--- src/rtl/stopwatch_timer_datapath_if.sv ---
// stopwatch_timer_datapath_if: strobes from the control FSM and the datapath's returned status/display bus.
interface stopwatch_timer_datapath_if #(
  parameter int W     = 16,
  parameter int DEPTH = 4
);
  logic                     clear;
  logic                     enable;
  logic                     read;
  logic                     write;
  logic                     enable_increment;
  logic                     enable_decrement;
  logic                     step;
  logic [1:0]               output_select;
  logic                     flag;
  logic [W-1:0]             display;
  logic [$clog2(DEPTH):0]   lap_count;
  modport master (
    output clear, enable, read, write, enable_increment, enable_decrement, step, output_select,
    input  flag, display, lap_count
  );
  modport slave (
    input  clear, enable, read, write, enable_increment, enable_decrement, step, output_select,
    output flag, display, lap_count
  );
endinterface

--- src/rtl/stopwatch_timer_datapath.sv ---
// stopwatch_timer_datapath: stopwatch, circular lap buffer and countdown timer with a display mux.
module stopwatch_timer_datapath #(
  parameter int W        = 16,
  parameter int DEPTH    = 4,
  parameter int TICK_DIV = 100000,
  parameter int STEP     = 100
) (
  input logic                       clk,
  input logic                       nrst,
  stopwatch_timer_datapath_if.slave bus
);
  localparam int AW = $clog2(DEPTH);
  localparam int CW = AW + 1;
  localparam int PW = $clog2(TICK_DIV);
  logic [PW-1:0] pre_q, pre_d;
  logic [W-1:0]  sw_q, sw_d, tmr_q, tmr_d;
  logic          flag_q, flag_d, read_q, write_q;
  logic [AW-1:0] wr_q, wr_d, rd_q, rd_d, rd_addr, last_addr;
  logic [CW-1:0] cnt_q, cnt_d;
  logic [W-1:0]  lap_q [DEPTH];
  logic [W:0]    sum;
  logic          tick, wr_rise, rd_rise, inc, dec;
  assign tick    = pre_q == PW'(TICK_DIV - 1);
  assign wr_rise = bus.write & ~write_q;
  assign rd_rise = bus.read & ~read_q;
  assign inc     = bus.step & bus.enable_increment;
  // a step press takes precedence over a coincident countdown tick
  assign dec     = bus.enable_decrement & tick & (tmr_q != '0) & ~inc;
  assign sum     = {1'b0, tmr_q} + (W+1)'(STEP);
  always_comb begin
    pre_d  = (bus.clear | tick) ? '0 : pre_q + 1'b1;
    sw_d   = bus.clear ? '0 : (bus.enable & tick & ~&sw_q) ? sw_q + 1'b1 : sw_q;
    tmr_d  = bus.clear ? '0 : inc ? (sum[W] ? '1 : sum[W-1:0]) : dec ? tmr_q - 1'b1 : tmr_q;
    flag_d = ~bus.clear & (flag_q | (dec & (tmr_q == W'(1))) | (bus.enable_decrement & (tmr_q == '0)));
    wr_d   = bus.clear ? '0 : wr_rise ? wr_q + 1'b1 : wr_q;
    cnt_d  = bus.clear ? '0 : (wr_rise & (cnt_q != CW'(DEPTH))) ? cnt_q + 1'b1 : cnt_q;
    // wrap test uses the pre-write count so a simultaneous capture does not extend this pass
    rd_d   = (bus.clear | (cnt_q == '0)) ? '0 :
             rd_rise ? ((CW'(rd_q) == cnt_q - 1'b1) ? '0 : rd_q + 1'b1) : rd_q;
  end
  always_ff @(posedge clk or negedge nrst) begin
    if (!nrst) begin
      pre_q   <= '0;
      sw_q    <= '0;
      tmr_q   <= '0;
      flag_q  <= 1'b0;
      wr_q    <= '0;
      rd_q    <= '0;
      cnt_q   <= '0;
      read_q  <= 1'b0;
      write_q <= 1'b0;
      for (int i = 0; i < DEPTH; i++) lap_q[i] <= '0;
    end else begin
      pre_q   <= pre_d;
      sw_q    <= sw_d;
      tmr_q   <= tmr_d;
      flag_q  <= flag_d;
      wr_q    <= wr_d;
      rd_q    <= rd_d;
      cnt_q   <= cnt_d;
      read_q  <= bus.read;
      write_q <= bus.write;
      if (wr_rise & ~bus.clear) lap_q[wr_q] <= sw_q;
    end
  end
  // entry 0 of the read order is the oldest valid lap
  assign rd_addr   = wr_q - cnt_q[AW-1:0] + rd_q;
  assign last_addr = wr_q - 1'b1;
  assign bus.display = (bus.output_select == 2'd0) ? tmr_q :
                       (bus.output_select == 2'd1) ? sw_q :
                       (cnt_q == '0) ? '0 :
                       bus.output_select[0] ? lap_q[last_addr] : lap_q[rd_addr];
  assign bus.flag      = flag_q;
  assign bus.lap_count = cnt_q;
endmodule

--- src/flat_wrapper.sv ---
// flat-port wrapper written by rule: the top's interface ports become plain ports
module stopwatch_timer_datapath_flat 
#(
  parameter int W        = 16,
  parameter int DEPTH    = 4,
  parameter int TICK_DIV = 100000,
  parameter int STEP     = 100
)
  (clk, nrst, bus_clear, bus_enable, bus_read, bus_write, bus_enable_increment, bus_enable_decrement, bus_step, bus_output_select, bus_flag, bus_display, bus_lap_count);
  stopwatch_timer_datapath_if #(.W(W), .DEPTH(DEPTH)) bus_i ();
  input logic clk;
  input logic nrst;
  input wire logic [$bits(bus_i.clear)-1:0] bus_clear;
  input wire logic [$bits(bus_i.enable)-1:0] bus_enable;
  input wire logic [$bits(bus_i.read)-1:0] bus_read;
  input wire logic [$bits(bus_i.write)-1:0] bus_write;
  input wire logic [$bits(bus_i.enable_increment)-1:0] bus_enable_increment;
  input wire logic [$bits(bus_i.enable_decrement)-1:0] bus_enable_decrement;
  input wire logic [$bits(bus_i.step)-1:0] bus_step;
  input wire logic [$bits(bus_i.output_select)-1:0] bus_output_select;
  output wire logic [$bits(bus_i.flag)-1:0] bus_flag;
  output wire logic [$bits(bus_i.display)-1:0] bus_display;
  output wire logic [$bits(bus_i.lap_count)-1:0] bus_lap_count;
  assign bus_i.clear = bus_clear;
  assign bus_i.enable = bus_enable;
  assign bus_i.read = bus_read;
  assign bus_i.write = bus_write;
  assign bus_i.enable_increment = bus_enable_increment;
  assign bus_i.enable_decrement = bus_enable_decrement;
  assign bus_i.step = bus_step;
  assign bus_i.output_select = bus_output_select;
  assign bus_flag = bus_i.flag;
  assign bus_display = bus_i.display;
  assign bus_lap_count = bus_i.lap_count;
  stopwatch_timer_datapath #(.W(W), .DEPTH(DEPTH), .TICK_DIV(TICK_DIV), .STEP(STEP)) u_core (.clk(clk), .nrst(nrst), .bus(bus_i));
endmodule
--- config.mk ---
export PLATFORM = sky130hd
export DESIGN_NAME = stopwatch_timer_datapath_flat
export DESIGN_NICKNAME = d
export VERILOG_FILES = /design/src/rtl/stopwatch_timer_datapath_if.sv /design/src/rtl/stopwatch_timer_datapath.sv /design/src/flat_wrapper.sv
export SDC_FILE = /design/constraint.sdc
export NUM_CORES = 1
export LEC_CHECK = 0
export BUFFER_PORTS_ARGS = -buffer_cell sky130_fd_sc_hd__buf_2
export CAP_MARGIN = 25
export CORE_MARGIN = 4
export CORE_UTILIZATION = 35
export CTS_BUF_LIST = sky130_fd_sc_hd__clkbuf_8
export DETAILED_ROUTE_END_ITERATION = 16
export SETUP_SLACK_MARGIN = 0.5
export SLEW_MARGIN = 20
export SYNTH_ARGS = -nofsm -noshare
export SYNTH_HDL_FRONTEND = slang
export SYNTH_SLANG_ARGS = --single-unit
--- constraint.sdc ---
create_clock -name clk -period 3.3 [get_ports clk]
set_input_delay 0.495 -clock clk [delete_from_list [all_inputs] [get_ports clk]]
set_output_delay 0.495 -clock clk [all_outputs]
set_load 0.05 [all_outputs]
-- Word level (Yosys, flattened, before mapping)
Cells that the tools add are included.
- register bits: 123
- input port bits: 11
- output and inout port bits: 20
- logic and storage cells: 96
- add/sub/neg operators: 11
- $lt $le $gt $ge: 4
- equal/unequal tests: 5
- muxes and demuxes: 27
- bitwise operators: 24
- reduce and logical (&&, ||, !) cells: 12
- operators with widths (operator ; count):
    16-bit 2-to-1 mux ; 15
    16-bit binary-select mux with 2-bit select ; 2
    64-bit bitwise mux ; 1
    16-bit demux with 2-bit select ; 1
    16-bit by 7-bit adder with 17-bit output (second input constant) ; 1
    17-bit by 1-bit adder with 17-bit output (second input constant) ; 1
    17-bit == test (second input constant) ; 1
    17-bit 2-to-1 mux ; 1
    16-bit by 1-bit adder with 16-bit output (second input constant) ; 1
    16-bit by 1-bit == test with 1-bit output (second input constant) ; 1
    16-bit logical NOT ; 1
    16-bit AND reduction ; 1
    16-bit nonzero test ; 1
    16-bit by 1-bit subtractor with 16-bit output (second input constant) ; 1
    1-bit AND ; 13
    2-bit 2-to-1 mux ; 5
    3-bit greater-or-equal comparator (second input constant) ; 3
    2-bit NOT with 3-bit output ; 3
    2-bit nonzero test ; 4
    3-bit 2-to-1 mux ; 2
    2-bit by 1-bit adder with 2-bit output (second input constant) ; 2
    1-bit NOT ; 4
    1-bit bitwise OR ; 4
    3-bit by 1-bit adder with 3-bit output (second input constant) ; 1
    13 further kinds ; 13

-- Logic depth before layout (Yosys ltp)
Gate-level depths: netlist (run 1).
- word-level depth: 10
- depth in mapped cells: 10

-- Least setup slack after synthesis (run 1)
No wires, ideal clock.
- path kind: reg-to-output
- start point: reg u_core.cnt_q[0] (netlist: u_core.bus.lap_count[0])
- end point: out bus_display[14]
- arrival time: 2.956 ns
- data required time: 2.805 ns
- path slack: -0.151 ns
- cell stages (with the launch flop): 10
- buffers on the path: 1
- cells stage by stage: dfrtp_1 > ha_1 > inv_1 > ha_1 > xor2_1 > xnor2_1 > buf_2 > mux2i_1 > a221o_1 > o21ai_0
- word-level cells in the longest chain between the ends: 10
- elaborated cells on any way between the ends: 11
- classes of those cells: add/sub: 2; mux: 7; bitwise: 1; reduce/logical: 1
- ends and longest elaborated chain (item ; line ; source):
    start, declared ; stopwatch_timer_datapath.sv:19 ; logic [CW-1:0] cnt_q, cnt_d;
    start signal, assigned ; stopwatch_timer_datapath.sv:60 ; cnt_q <= cnt_d;
    2-bit subtractor ; stopwatch_timer_datapath.sv:67 ; assign rd_addr = wr_q - cnt_q[AW-1:0] + rd_q;
    2-bit adder ; stopwatch_timer_datapath.sv:67 ;
    2-bit NOT with 3-bit output (not written as such) ; stopwatch_timer_datapath.sv:72 ; bus.output_select[0] ? lap_q[last_addr] : lap_q[rd_addr];
    16-bit binary-select mux with 2-bit select ; stopwatch_timer_datapath.sv:72 ;
    16-bit 2-to-1 mux (not written as such) (2 in series) ; stopwatch_timer_datapath.sv:72 ;
    16-bit 2-to-1 mux ; stopwatch_timer_datapath.sv:72 ;
    16-bit 2-to-1 mux (*) ; stopwatch_timer_datapath.sv:71 ; (cnt_q == '0) ? '0 :
    16-bit 2-to-1 mux (*) ; stopwatch_timer_datapath.sv:70 ; (bus.output_select == 2'd1) ? sw_q :
    16-bit 2-to-1 mux (*) ; stopwatch_timer_datapath.sv:69 ; assign bus.display = (bus.output_select == 2'd0) ? tmr_q :
    end, declared ; flat_wrapper.sv:22 ; output wire logic [$bits(bus_i.display)-1:0] bus_display;
Mark *: on every way between the ends. The rest lies on a longest branch, timed or not. The select of a mux whose other input is x is not followed.

-- Worst setup path after layout (run 1)
- start point: reg u_core.cnt_q[0] (netlist: u_core.bus.lap_count[0])
- end point: out bus_display[10]
The elaborated chain is that of the path after synthesis.

==> impl_summary.md, run 1 <==
Synthesis
The synthesized area per cell is 10.2 um2. The post-synthesis instance area is 7490 um2. Synthesis produced 732 cells. The synthesis warning total is 0. The synthesized net count is 760. The most common flop cell mapped by yosys is sky130_fd_sc_hd__dfrtp_1.

The post-synthesis sequential area ratio is 41.1%. Counting flops with an async set or reset pin after synthesis yields a share of 100%. In this run, synthesis inferred 0 flip-flops with an integrated enable.

Counting distinct cell types in the post-synthesis netlist gives 57. Counting flops and latches in the post-synthesis netlist gives 123.

GRT
Entering global routing, the biggest net connects 55 pins. For this run the aggregate overflow at the end of global routing stands at 0. The via count of the first global-routing pass is 5664.

The first global-routing pass estimated 32.5 mm of wire. The number of antenna violations at the first check in global routing came to 0. The all-layer global routing usage is 17.2%.

Timing
Between clock sinks in the finished design, the worst skew comes to 0.0132 ns. The worst hold margin is 0.100 ns. The slew of the pin with the lowest slew margin is 0.901 ns. The final number of setup-violating endpoints is 1.

Setup repair after global routing could not meet its margin everywhere. The post-route setup TNS is -0.00148 ns. The time the final worst path needs with I/O delays and setup is 3.30 ns.

The number of pins with negative max-slew slack in the final report is 0. The achievable frequency is 303 MHz. In this run the tightest slew margin relative to its limit is 39.9%. The share of the clock period used by the worst path after layout is 100%. In the post-route analysis, the smallest setup slack over all paths is -0.00148 ns. The count of endpoints failing hold in the final timing report is 0.

Clocking
In this run the deepest clock path goes through 2 buffers. Buffers inserted during clock tree synthesis total 17. The H-tree was split into 4 levels. The TritonCTS clock tree is yes. Buffers inserted to repair hold after CTS numbered 0.

The clock tree root driver cell is sky130_fd_sc_hd__clkbuf_8. The clock network latency to the later pin of the worst-skew pair is 0.45 ns. Clock-pin slew was measured on the worst setup and hold paths at 0.08 ns. CTS saw 123 sinks.

Setup path
The largest individual stage delay along the critical path comes from the cell sky130_fd_sc_hd__dfrtp_2. The signal on the critical path passes through ha_4 -> inv_2 -> ha_4 -> xor2_4 -> xnor2_4 -> buf_12 -> buf_12 -> buf_16 -> mux2i_1 -> a221o_1 -> o21ai_4 -> buf_6. The buffers plus inverters on the worst setup path is 5. STA puts the critical path data required time at 2.80 ns. The worst setup path is launched from a register.

STA puts the critical path data arrival time at 2.81 ns. The critical path's top delay family is buffers and inverters. The maximum fanout encountered on the critical timing path is 8. The maximum cell stage delay along the critical path is 0.43 ns. The critical path endpoint category is an output pin. The critical path is of the reg -> out type.

Finish
The number of nets in the final layout is 791. After the flow finishes, the layout carries non-filler instances totaling 1051. In the final layout, the multi-input gates occupy 4350 um2. The antenna diode count is 0. The top cell types in the final layout, fill and taps aside, are sky130_fd_sc_hd__dfrtp_1, sky130_fd_sc_hd__mux2i_1, sky130_fd_sc_hd__mux2_2. The library cell used most frequently in the layout, excluding fill and tap cells, is sky130_fd_sc_hd__dfrtp_1. The layout has 2003 filler cells. The end-of-flow core utilization is 42.6%. The post-route netlist has 26.2% of its cells at a drive strength greater than 1.

In the final layout, flip-flops and latches occupy 3080 um2. Relative to the synthesized area, the layout overhead comes to 19.4%.

Detailed routing
After detailed routing, the number of remaining DRC violations is 0. The first TritonRoute pass finished after 5 iterations. The detailed router put a total of 9.58 mm of wire on met1. The highest routing layer actually used is met4. The post-detailed-routing wire length is 20.3 mm. Using the TritonRoute via totals, the vias-per-cell ratio works out to 5.67.

The routed length per instance is 19.3 um. Detailed routing placed a total of 9.40 mm of wire on met2. The detailed route wirelength on metal3 is 1.13 mm.

Detailed routing inserted a total of 5960 vias. The count of nets left with antenna violations after detail routing is 0. The starting DRC count in detailed routing is 496.

Power and ir drop
The maximum resistive drop on vdd is 0.000222 V. For this design the ratio of total power to cell area is 400 nW/um2. The overall power after layout is 3.58 mW. The leakage power is 3.76 nW.

Die
The total I/O pin count is 31. In this run the horizontal extent of the chip is 154 um. Measured along the y axis, the die boundary spans 154 um. The initial core utilization is 35.6%. The area enclosed by the die boundary is 23800 um2.

After floorplanning, the core was divided into 53 placement rows. The region available for standard cell placement spans 21000 um2.

Place
The sum of net half-perimeters after detailed placement is 12.8 mm. The weighted congestion at the end of routability-driven global placement is 0.800. Once placement completed, the tool counted placed cells totaling 1005. The number of port buffers is 30.

Status
The flow ran to the end, but the final reports show violations. The checks that failed: setup timing.

Job
The max-capacitance violation count is 0.

Worst hold path
The type of the worst min-delay path is in -> async.
-- synthesized netlist by cell type, types with 3 or more instances --
cell type | count | area [um2]
sky130_fd_sc_hd__buf_2 | 9 | 45.0
sky130_fd_sc_hd__a21oi_1 | 26 | 130
sky130_fd_sc_hd__mux2i_1 | 83 | 831
sky130_fd_sc_hd__nor2_1 | 38 | 143
sky130_fd_sc_hd__o211ai_1 | 4 | 30.0
sky130_fd_sc_hd__a311oi_1 | 3 | 26.3
sky130_fd_sc_hd__clkbuf_1 | 39 | 146
sky130_fd_sc_hd__nor4_1 | 12 | 75.1
sky130_fd_sc_hd__nor2b_1 | 6 | 37.5
sky130_fd_sc_hd__buf_1 | 9 | 33.8
sky130_fd_sc_hd__nand2_1 | 40 | 150
sky130_fd_sc_hd__mux2_2 | 64 | 721
sky130_fd_sc_hd__and2_1 | 4 | 25.0
sky130_fd_sc_hd__a22oi_1 | 17 | 128
sky130_fd_sc_hd__inv_1 | 23 | 86.3
sky130_fd_sc_hd__a211oi_1 | 8 | 60.1
sky130_fd_sc_hd__ha_1 | 17 | 213
sky130_fd_sc_hd__nand4_1 | 13 | 81.3
sky130_fd_sc_hd__a31oi_1 | 4 | 25.0
sky130_fd_sc_hd__a221o_1 | 17 | 170
sky130_fd_sc_hd__o2111ai_1 | 3 | 26.3
sky130_fd_sc_hd__xnor2_1 | 13 | 114
sky130_fd_sc_hd__or3_1 | 11 | 68.8
sky130_fd_sc_hd__and4_1 | 3 | 26.3
sky130_fd_sc_hd__and3_1 | 15 | 93.8
sky130_fd_sc_hd__o31ai_1 | 9 | 67.6
sky130_fd_sc_hd__o21ai_0 | 29 | 145
sky130_fd_sc_hd__nor3_1 | 3 | 15.0
sky130_fd_sc_hd__dfrtp_1 | 123 | 3080
sky130_fd_sc_hd__xor2_1 | 18 | 158
sky130_fd_sc_hd__nand3_1 | 22 | 110
sky130_fd_sc_hd__or4_1 | 11 | 82.6
-- metal layers --
| layer | vias to the layer above | GRT usage (%) |
|---|---|---|
| li1 | 2785 | - |
| met1 | 2999 | 24.6 |
| met2 | 162 | 26.2 |
| met3 | 14 | 3.64 |
| met4 | 0 | 4.79 |
| met5 | - | 0 |
-- through the flow --
stage          instance area (um2)  setup slack, ns
3_5_place_dp                  8200            0.261
6_report                      8940         -0.00148
5_1_grt                       8940          -0.0872
2_1_floorplan                 7710            0.482
3_3_place_gp                  8200            0.318
4_1_cts                       8850          -0.0362
-- registers in the layout, summed over array words and instances, names as in the netlist --
| name | count |
|---|---|
| u_core.wr_q | 2 |
| u_core.bus.lap_count | 3 |
| u_core.pre_q | 17 |
| u_core.bus.flag | 1 |
| u_core.tmr_q | 16 |
| u_core.sw_q | 16 |
| u_core.lap_q | 64 |
| u_core.rd_q | 2 |
| u_core.read_q | 1 |
| u_core.write_q | 1 |
-- what timing repair did --
item,CTS,global route
setup endpoints to repair,16,20
pin swaps,4,2
gates resized for setup,38,6
gates cloned,3,1
buffers inserted,4,6
-- final timing paths --
kind                                          from  depth (start not counted)                to  slack, ns
hold reg to reg                    u_core.pre_q[0]                          1   u_core.pre_q[0]       0.50
setup reg to reg                   u_core.tmr_q[6]                          5  u_core.tmr_q[13]       0.68
hold / removal                                nrst                          1  u_core.lap_q[18]       0.10
min in group clk                          bus_read                          1     u_core.read_q       0.17
setup / recovery           u_core.bus.lap_count[0]                         12   bus_display[10]     -0.001
max in group asynchronous                     nrst                          2   u_core.pre_q[4]       2.49
-- power by group --
part	switching, mW	internal, mW	total [mW]
combinational	0.433	0.313	0.746
sequential	0.0387	1.53	1.57
clock	0.655	0.612	1.27
total	1.13	2.45	3.58
-- logic make-up after synthesis --
kind of cell | share of synthesized area [%]
xor+xnor | 3.92
buf+inv | 4.31
mux | 20.7
compound gates | 13.6
simple gates | 13.5
flops | 41.1
fa+ha+maj | 2.84
-- cell type report --
type	instances	share of cell area [%]
well taps	275	3.85
clock inverters	14	1.38
repair buffers	70	7.97
clock buffers	18	2.77
multi-input cells	528	48.6
inverters	23	0.965
flip-flops and latches	123	34.5
Note: power is estimated with default switching activity, not from simulation.
==> run 2: changes to the inputs <==
--- a/config.mk
+++ b/config.mk
@@ -5,12 +5,15 @@
 export SDC_FILE = /design/constraint.sdc
 export NUM_CORES = 1
 export LEC_CHECK = 0
+export ABC_AREA = 1
 export BUFFER_PORTS_ARGS = -buffer_cell sky130_fd_sc_hd__buf_2
 export CAP_MARGIN = 25
 export CORE_MARGIN = 4
-export CORE_UTILIZATION = 35
+export CORE_UTILIZATION = 57
 export CTS_BUF_LIST = sky130_fd_sc_hd__clkbuf_8
 export DETAILED_ROUTE_END_ITERATION = 16
+export GPL_ROUTABILITY_DRIVEN = 0
+export PLACE_DENSITY = 0.74
 export SETUP_SLACK_MARGIN = 0.5
 export SLEW_MARGIN = 20
 export SYNTH_ARGS = -nofsm -noshare
==> impl_summary.md, run 2 <==
Die
The area enclosed by the die boundary is 16000 um2 (-33%). The height of the die was 127 um (-18%). The total I/O pin count is 31 (unchanged).

The standard cell core area came to 13800 um2 (-34%). The count of standard-cell rows is 43 (-19%). The overall die width is 127 um (-18%). The initial core utilization is 58.0% (+22 points).

Clocking
The clock tree root driver cell is sky130_fd_sc_hd__clkbuf_8. The clock network latency to the later pin of the worst-skew pair came to 0.45 ns (about the same). The TritonCTS sink count came to 123 (unchanged).

The CTS clock-pin slew for the worst setup and hold paths is 0.07 ns (about the same). TritonCTS built the clock tree. The largest buffer count on any clock path was 2 (unchanged). The hold-fix buffer count after cts is 0 (unchanged). The number of buffers created by CTS is 17 (unchanged). The number of H-tree levels is 4 (unchanged).

Timing
The number of pins with negative max-slew slack in the final report is 0 (unchanged). The worst clock skew came to 0.0111 ns (-0.00211 ns). The share of the clock period used by the worst path after layout is 89.6% (-10 points).

The count of endpoints failing hold in the final timing report was 0 (unchanged). The achievable frequency is 338 MHz (+12%). The worst-case headroom to the max-slew limit was 56.9% (+17 points). The slew of the pin with the lowest slew margin came to 0.647 ns (-0.254 ns). The time the final worst path needs with I/O delays and setup is 2.96 ns (-0.346 ns). The worst hold margin is 0.0592 ns (-0.0409 ns). Setup repair after global routing could not meet its margin everywhere. The post-route setup TNS is 0 ns (+0.00148 ns).

The final number of setup-violating endpoints came to 0 (-1).

GRT
The all-layer global routing usage is 27.9% (+11 points). The pin count of the biggest net entering global routing is 68 (+24%). The number of antenna violations at the first check in global routing is 0 (unchanged). The via count of the first global-routing pass is 7148 (+26%). The global-route wire length before repair is 36.4 mm (+12%).

The overall overflow remaining after global route is 0 (unchanged).

Setup path
In this run the critical register-to-register path is captured at u_core.tmr_q[14]. The maximum fanout encountered on the critical timing path is 12 (+4). The worst setup path is captured at an output pin. The critical path is of the reg -> out type. The setup slack of the worst register-to-register path is 1.26 ns (+0.58 ns). The data required time at the worst endpoint is 2.80 ns (about the same). The critical path launch point type is a register. The count of cells along the worst register-to-register path is 11 (+6). In this run the critical register-to-register path is launched from u_core.tmr_q[2]. The critical path data arrival time was 2.46 ns (-0.35 ns).

Synthesis
In the synthesized netlist, the cells that appear most often are sky130_fd_sc_hd__nand2_1, sky130_fd_sc_hd__inv_1, sky130_fd_sc_hd__dfrtp_1, sky130_fd_sc_hd__o21ai_0, sky130_fd_sc_hd__nor2_1. The synthesis warning total is 0 (unchanged). In the synthesized netlist the dominant register cell turns out to be sky130_fd_sc_hd__dfrtp_1. In the post-synthesis netlist, the cell with the most instances is sky130_fd_sc_hd__nand2_1. The synthesized instance count was 1166 (+59%). The post-synthesis instance area is 8020 um2 (+7.1%).

Summed over all instances, the cell type with the most area after synthesis is sky130_fd_sc_hd__dfrtp_1. The synthesized net count was 1194 (+57%). The synthesized area per cell is 6.88 um2 (-33%). Yosys attributes the largest share of cell area to sky130_fd_sc_hd__dfrtp_1, sky130_fd_sc_hd__nand2_1, sky130_fd_sc_hd__o21ai_0.

The count of cell types in the netlist is 43 (-25%). The async set or reset register ratio after synthesis is 100% (unchanged). The number of enable-type register cells in the synthesized netlist is 0 (unchanged). The total of flip-flops plus latches after synthesis is 123 (unchanged). The post-synthesis sequential area ratio is 38.4% (-2.7 points). The portion of synthesized cell area occupied by the leading cell type is 38.4% (-2.7 points).

Worst hold path
In this run the worst hold path is classified as in -> async.

Detailed routing
The total via count after detailed routing was 7781 (+31%). The number of remaining DRC errors is 0 (unchanged). The post-detailed-routing wire length is 21.8 mm (+7.5%).

The starting DRC count in detailed routing is 812 (+64%). The routed length per instance is 15.9 um (-18%). The average vias per placed instance is 5.65 (-0.28%). The count of TritonRoute iterations in the first routing pass came to 6 (+1). The count of nets left with antenna violations after detail routing is 0 (unchanged).

Finish
The layout-stage area growth over the synthesis result is 14.3%. The library cell used most frequently in the layout, excluding fill and tap cells, is sky130_fd_sc_hd__nand2_1. The library cells used most frequently in the layout, excluding fill and tap cells, are sky130_fd_sc_hd__nand2_1, sky130_fd_sc_hd__inv_1, sky130_fd_sc_hd__dfrtp_1. The sequential cell area was 3080 um2 (-0.12%). The number of flip-flops under the largest register name is 64 (unchanged). The antenna diode count is 0 (unchanged). The end-of-flow core utilization came to 66.3% (+24 points). The number of nets in the final layout is 1212 (+53%). The area taken by multi-input logic gates was 4300 um2 (-1.2%). The largest registers in the layout are u_core.lap_q: 64 flops, u_core.pre_q: 17 flops.

The number of fill cells is 1228 (-39%). The share of layout cells above drive strength 1 came to 13.1% (-13 points). The register containing the most flip-flops in the final layout is u_core.lap_q.

Power and ir drop
The power density over the cells came to 462 nW/um2 (+15%). The maximum resistive drop on vdd came to 0.000273 V (+23%). The leakage power is 4.13 nW (+9.8%).

Status
The flow ran to the end, and the final reports show no timing, DRC or antenna violations.

Place
The sum of net half-perimeters after detailed placement came to 13.9 mm (+9.2%). The number of port buffers is 30 (unchanged).

Job
The max-capacitance violation count is 0 (unchanged).
run 2: metal layers:
layer	track usage, %	part of all wire (%)	vias up
li1	-	-	3831
met1	39.7	44	3568
met3	5.43	7.8	55
met5	0	0	-
met2	42.4	46	327
met4	10.8	2.5	0
run 2: logic make-up (layout without fill, tap and decap cells):
family,count (synthesis),in the layout,share of synthesized area [%]
adders and majority gates,17,17,2.65
AOI/OAI and AO/OA,248,248,16.4
xor gates and xnor gates,18,18,1.97
DFF,123,123,38.4
buffers and inverters,194,224,9.95
and+or+nand+nor,566,566,30.6
run 2: report_power, final:
part / switching, mW / internal [mW] / total [mW] / leakage (nW)
clock: 0.595 / 0.711 / 1.31 / 0.208
combinational: 0.788 / 0.490 / 1.28 / 2.23
sequential: 0.0832 / 1.57 / 1.65 / 1.69
run 2: area by class of cell:
class / instances / area share [%]
sequential: 123 / 33.6
inverter: 135 / 5.59
timing repair buffer: 58 / 7.41
clock buffer: 20 / 3.00
multi-input combinational: 849 / 46.8
clock inverter: 11 / 1.13
tap: 180 / 2.46
run 2: how the worst max path moves through the flow:
stage | start | cells after the start | slack [ns] | endpoint
6_report | u_core.bus.lap_count[0] | 11 | 0.34 | bus_display[5]
5_1_grt | u_core.bus.lap_count[0] | 12 | 0.27 | bus_display[3]
4_1_cts | u_core.bus.lap_count[0] | 12 | 0.38 | bus_display[5]
3_5_place_dp | u_core.wr_q[0] | 12 | 0.50 | bus_display[6]
3_3_place_gp | u_core.wr_q[0] | 12 | 0.51 | bus_display[5]
2_1_floorplan | u_core.wr_q[0] | 13 | 0.55 | bus_display[0]
run 2: worst max-delay path: stages, from the launching register on:
cell and delay [ns]:
sky130_fd_sc_hd__dfrtp_1 0.43, sky130_fd_sc_hd__ha_4 0.28, sky130_fd_sc_hd__inv_2 0.04, sky130_fd_sc_hd__ha_4 0.30, sky130_fd_sc_hd__bufbuf_16 0.28, sky130_fd_sc_hd__nor2_1 0.05, sky130_fd_sc_hd__a21oi_1 0.12, sky130_fd_sc_hd__nand2_1 0.07
sky130_fd_sc_hd__nand3_1 0.11, sky130_fd_sc_hd__nand2_2 0.08, sky130_fd_sc_hd__nand2_2 0.10, sky130_fd_sc_hd__buf_8 0.15
run 2: timing repair:
| item | CTS | global route |
|---|---|---|
| gates cloned | 3 | 1 |
| pin swaps | 3 | 19 |
| endpoints found under the setup margin | 16 | 16 |
| setup buffers | 7 | 2 |
| gates resized for setup | 54 | 31 |
run 2: per-stage QoR:
stage | cells | setup WS [ns] | total power [mW] | instance area [um2]
after floorplan | 1166 | 0.550 | 2.45 | 8070
after global routing | 1376 | 0.268 | 4.47 | 9170
after global placement | 1332 | 0.511 | 2.67 | 8290
after CTS | 1373 | 0.381 | 4.17 | 9020
after detailed placement | 1332 | 0.501 | 2.68 | 8290
final | 1376 | 0.344 | 4.24 | 9170
==> run 3: changes to the inputs <==
--- a/config.mk
+++ b/config.mk
@@ -10,7 +10,7 @@
 export CAP_MARGIN = 25
 export CORE_MARGIN = 4
 export CORE_UTILIZATION = 57
-export CTS_BUF_LIST = sky130_fd_sc_hd__clkbuf_8
+export CTS_BUF_LIST = sky130_fd_sc_hd__clkbuf_8 sky130_fd_sc_hd__clkbuf_16
 export DETAILED_ROUTE_END_ITERATION = 16
 export GPL_ROUTABILITY_DRIVEN = 0
 export PLACE_DENSITY = 0.74
==> impl_summary.md, run 3 (synthesis results as in run 2) <==
Timing
The final number of setup-violating endpoints is 0 (unchanged). The time the final worst path needs with I/O delays and setup came to 2.88 ns (-0.0762 ns). The post-route setup TNS is 0 ns (unchanged). The share of the clock period used by the worst path after layout is 87.3% (-2.3 points). The slew of the pin with the lowest slew margin is 0.653 ns (+0.00626 ns). The achievable frequency came to 347 MHz (+2.6%). The final worst slack is 0.421 ns (+0.0762 ns). Setup repair after global routing could not meet its margin everywhere.

The worst hold margin is 0.105 ns (+0.0460 ns). The worst clock skew is 0.00622 ns (-0.00485 ns). The worst-case headroom to the max-slew limit came to 56.4% (-0.42 points). The number of pins with negative max-slew slack in the final report was 0 (unchanged). The count of endpoints failing hold in the final timing report is 0 (unchanged).

GRT
The global-route wire length before repair is 36.5 mm (+0.48%). The met1 usage is 40.3% (+0.57 points). The all-layer global routing usage is 28.2% (+0.25 points). The overall overflow remaining after global route is 0 (unchanged). The pin count of the biggest net entering global routing is 68 (unchanged). The via count of the first global-routing pass is 7165 (+0.24%). The number of antenna violations at the first check in global routing was 0 (unchanged).

The global routing usage on met3 is 4.17% (-1.3 points). The routing layer with the top usage in global route is met2. The routing usage on met2 came to 42.2% (-0.12 points).

Finish
The number of flip-flops under the largest register name is 64 (unchanged). The library cell used most frequently in the layout, excluding fill and tap cells, is sky130_fd_sc_hd__nand2_1. Compared with the post-synthesis result, the final layout area differs by 14.6%. The share of layout cells above drive strength 1 was 11.5% (-1.6 points).

The antenna diode count is 0 (unchanged). The number of cells in the finished layout apart from fillers is 1372 (-0.29%). The number of nets in the final layout is 1208 (-0.33%). The number of fill cells came to 1232 (+0.33%). The end-of-flow core utilization came to 66.5% (+0.17 points). Leaving out fill and tap cells, the most frequent cells in the layout are sky130_fd_sc_hd__nand2_1, sky130_fd_sc_hd__inv_1, sky130_fd_sc_hd__dfrtp_1. The largest registers in the layout are u_core.lap_q: 64 flops, u_core.pre_q: 17 flops. More flip-flops sit in one register than any other, and that register is u_core.lap_q.

Place
The sum of net half-perimeters after detailed placement is 13.9 mm (unchanged). The post-place setup slack is 0.501 ns (unchanged). The number of placed cells counting well taps is 1332 (unchanged). The number of port buffers is 30 (unchanged).

Detailed routing
The routed length per instance is 15.6 um (-1.4%). The post-detailed-routing wire length is 21.5 mm (-1.7%). The count of TritonRoute iterations in the first routing pass is 6 (unchanged). The average vias per placed instance is 5.64 (-0.19%).

The count of nets left with antenna violations after detail routing is 0 (unchanged). The starting DRC count in detailed routing is 830 (+2.2%). The total via count after detailed routing is 7744 (-0.48%).

The number of remaining DRC errors is 0 (unchanged).

Clocking
The clock network latency to the later pin of the worst-skew pair was 0.42 ns (-0.03 ns). The TritonCTS sink count is 123 (unchanged). The largest buffer count on any clock path is 2 (unchanged). The clock tree root driver cell is sky130_fd_sc_hd__clkbuf_16. The CTS clock-pin slew for the worst setup and hold paths is 0.05 ns (-0.02 ns). The TritonCTS clock tree is yes. The number of buffers created by CTS is 17 (unchanged). The number of H-tree levels was 4 (unchanged).

Die
The area enclosed by the die boundary is 16000 um2 (unchanged). The overall die width was 127 um (unchanged). The count of standard-cell rows was 43 (unchanged). The total I/O pin count is 31 (unchanged).

The initial core utilization is 58.0% (unchanged). The height of the die is 127 um (unchanged). The standard cell core area came to 13800 um2 (unchanged).

Power and ir drop
The leakage power is 4.16 nW (+0.58%). The power density over the cells was 505 nW/um2 (+9.3%). The maximum resistive drop on vdd was 0.000370 V (+36%).

Setup path
The critical path start-end classification is reg -> out. The cell that appears most often on the critical path is sky130_fd_sc_hd__nand2_1. The data required time at the worst endpoint is 2.80 ns (about the same). The critical path data arrival time was 2.38 ns (-0.08 ns).

The worst setup path is captured at an output pin. The critical path goes through inv_2 -> ha_4 -> inv_2 -> ha_4 -> nand3b_1 -> nand2_1 -> nand2_2 -> nand2_4 -> nand2_1 -> nand3_1 -> nand2_1 -> nand2_2 -> buf_8. The maximum cell stage delay along the critical path is 0.37 ns (-0.06 ns). The setup slack of the worst register-to-register path is 1.28 ns (+0.02 ns). The maximum fanout encountered on the critical timing path is 16 (+4). The critical path launch point type is a register.

The critical path's slowest cell is sky130_fd_sc_hd__dfrtp_1.

Status
The run finished with clean final reports.

Worst hold path
The type of the worst min-delay path is in -> async.

Job
The max-capacitance violation count is 0 (unchanged).
[run 3: cell count changes in the layout (fill, tap and decap cells not counted), moves of 3 or more]
| cell | change |
|---|---|
| sky130_fd_sc_hd__nor2_1 | +6 |
| sky130_fd_sc_hd__a21oi_1 | +5 |
| sky130_fd_sc_hd__nand2_1 | +3 |
| sky130_fd_sc_hd__buf_8 | -5 |
| sky130_fd_sc_hd__nor2_2 | -4 |
| sky130_fd_sc_hd__clkbuf_8 | -17 |
| sky130_fd_sc_hd__nand2_2 | -3 |
| sky130_fd_sc_hd__a21oi_2 | -5 |
| sky130_fd_sc_hd__clkbuf_16 | +16 |
[run 3: timing repair]
action,in CTS,in global routing
setup endpoints to repair,16,16
setup buffers,6,1
cloned,2,0
hold buffers,0,0
pin swaps,3,2
gates resized for setup,55,3
[run 3: power by group]
part	total [mW]	leakage, nW	internal [mW]	switching, mW
logic	1.18	2.17	0.431	0.748
registers	1.65	1.69	1.57	0.0828
clock network	1.81	0.295	1.15	0.659
total	4.64	4.16	3.15	1.49
[run 3: layout make-up]
cell class	count	area, um2	share of cell area (%)
Inverter	135	513	5.58
Timing Repair Buffer	54	573	6.23
Clock buffer	20	467	5.08
Tap cell	180	225	2.45
Sequential cell	123	3080	33.5
Multi-Input combinational cell	849	4230	46.1
Clock inverter	11	104	1.13
[run 3: path summary, 6_finish.rpt]
check	startpoint	to	cells after the start
worst max-delay path	u_core.wr_q[0]	bus_display[5]	13
worst min-delay path	nrst	u_core.wr_q[1]	1
worst max register to register	u_core.tmr_q[2]	u_core.tmr_q[14]	11
worst min register to register	u_core.pre_q[0]	u_core.pre_q[0]	1
max in group asynchronous	nrst	u_core.lap_q[4]	2
min in group clk	bus_read	u_core.read_q	1
[run 3: worst max-delay path: cells and delay by family, from the launching register on]
| kind | cells | cell delay, ns |
|---|---|---|
| flops | 1 | 0.37 |
| fa+ha+maj | 2 | 0.40 |
| simple gates | 8 | 0.94 |
| buf+inv | 3 | 0.26 |
[run 3: metal layers]
layer  part of all wire (%)  up-vias  wire length [um]
li1                       -     3809                 -
met1                     45     3595              9570
met2                     45      280              9750
met3                    6.6       60              1420
met4                    3.4        0               723
met5                      0        -                 0
[run 3: per-stage QoR]
| step | power, mW | instance area [um2] |
|---|---|---|
| after global routing | 4.89 | 9190 |
| after CTS | 4.65 | 9180 |
| final | 4.64 | 9190 |
| after global placement | 2.67 | 8290 |
| after detailed placement | 2.68 | 8290 |
| after floorplan | 2.45 | 8070 |
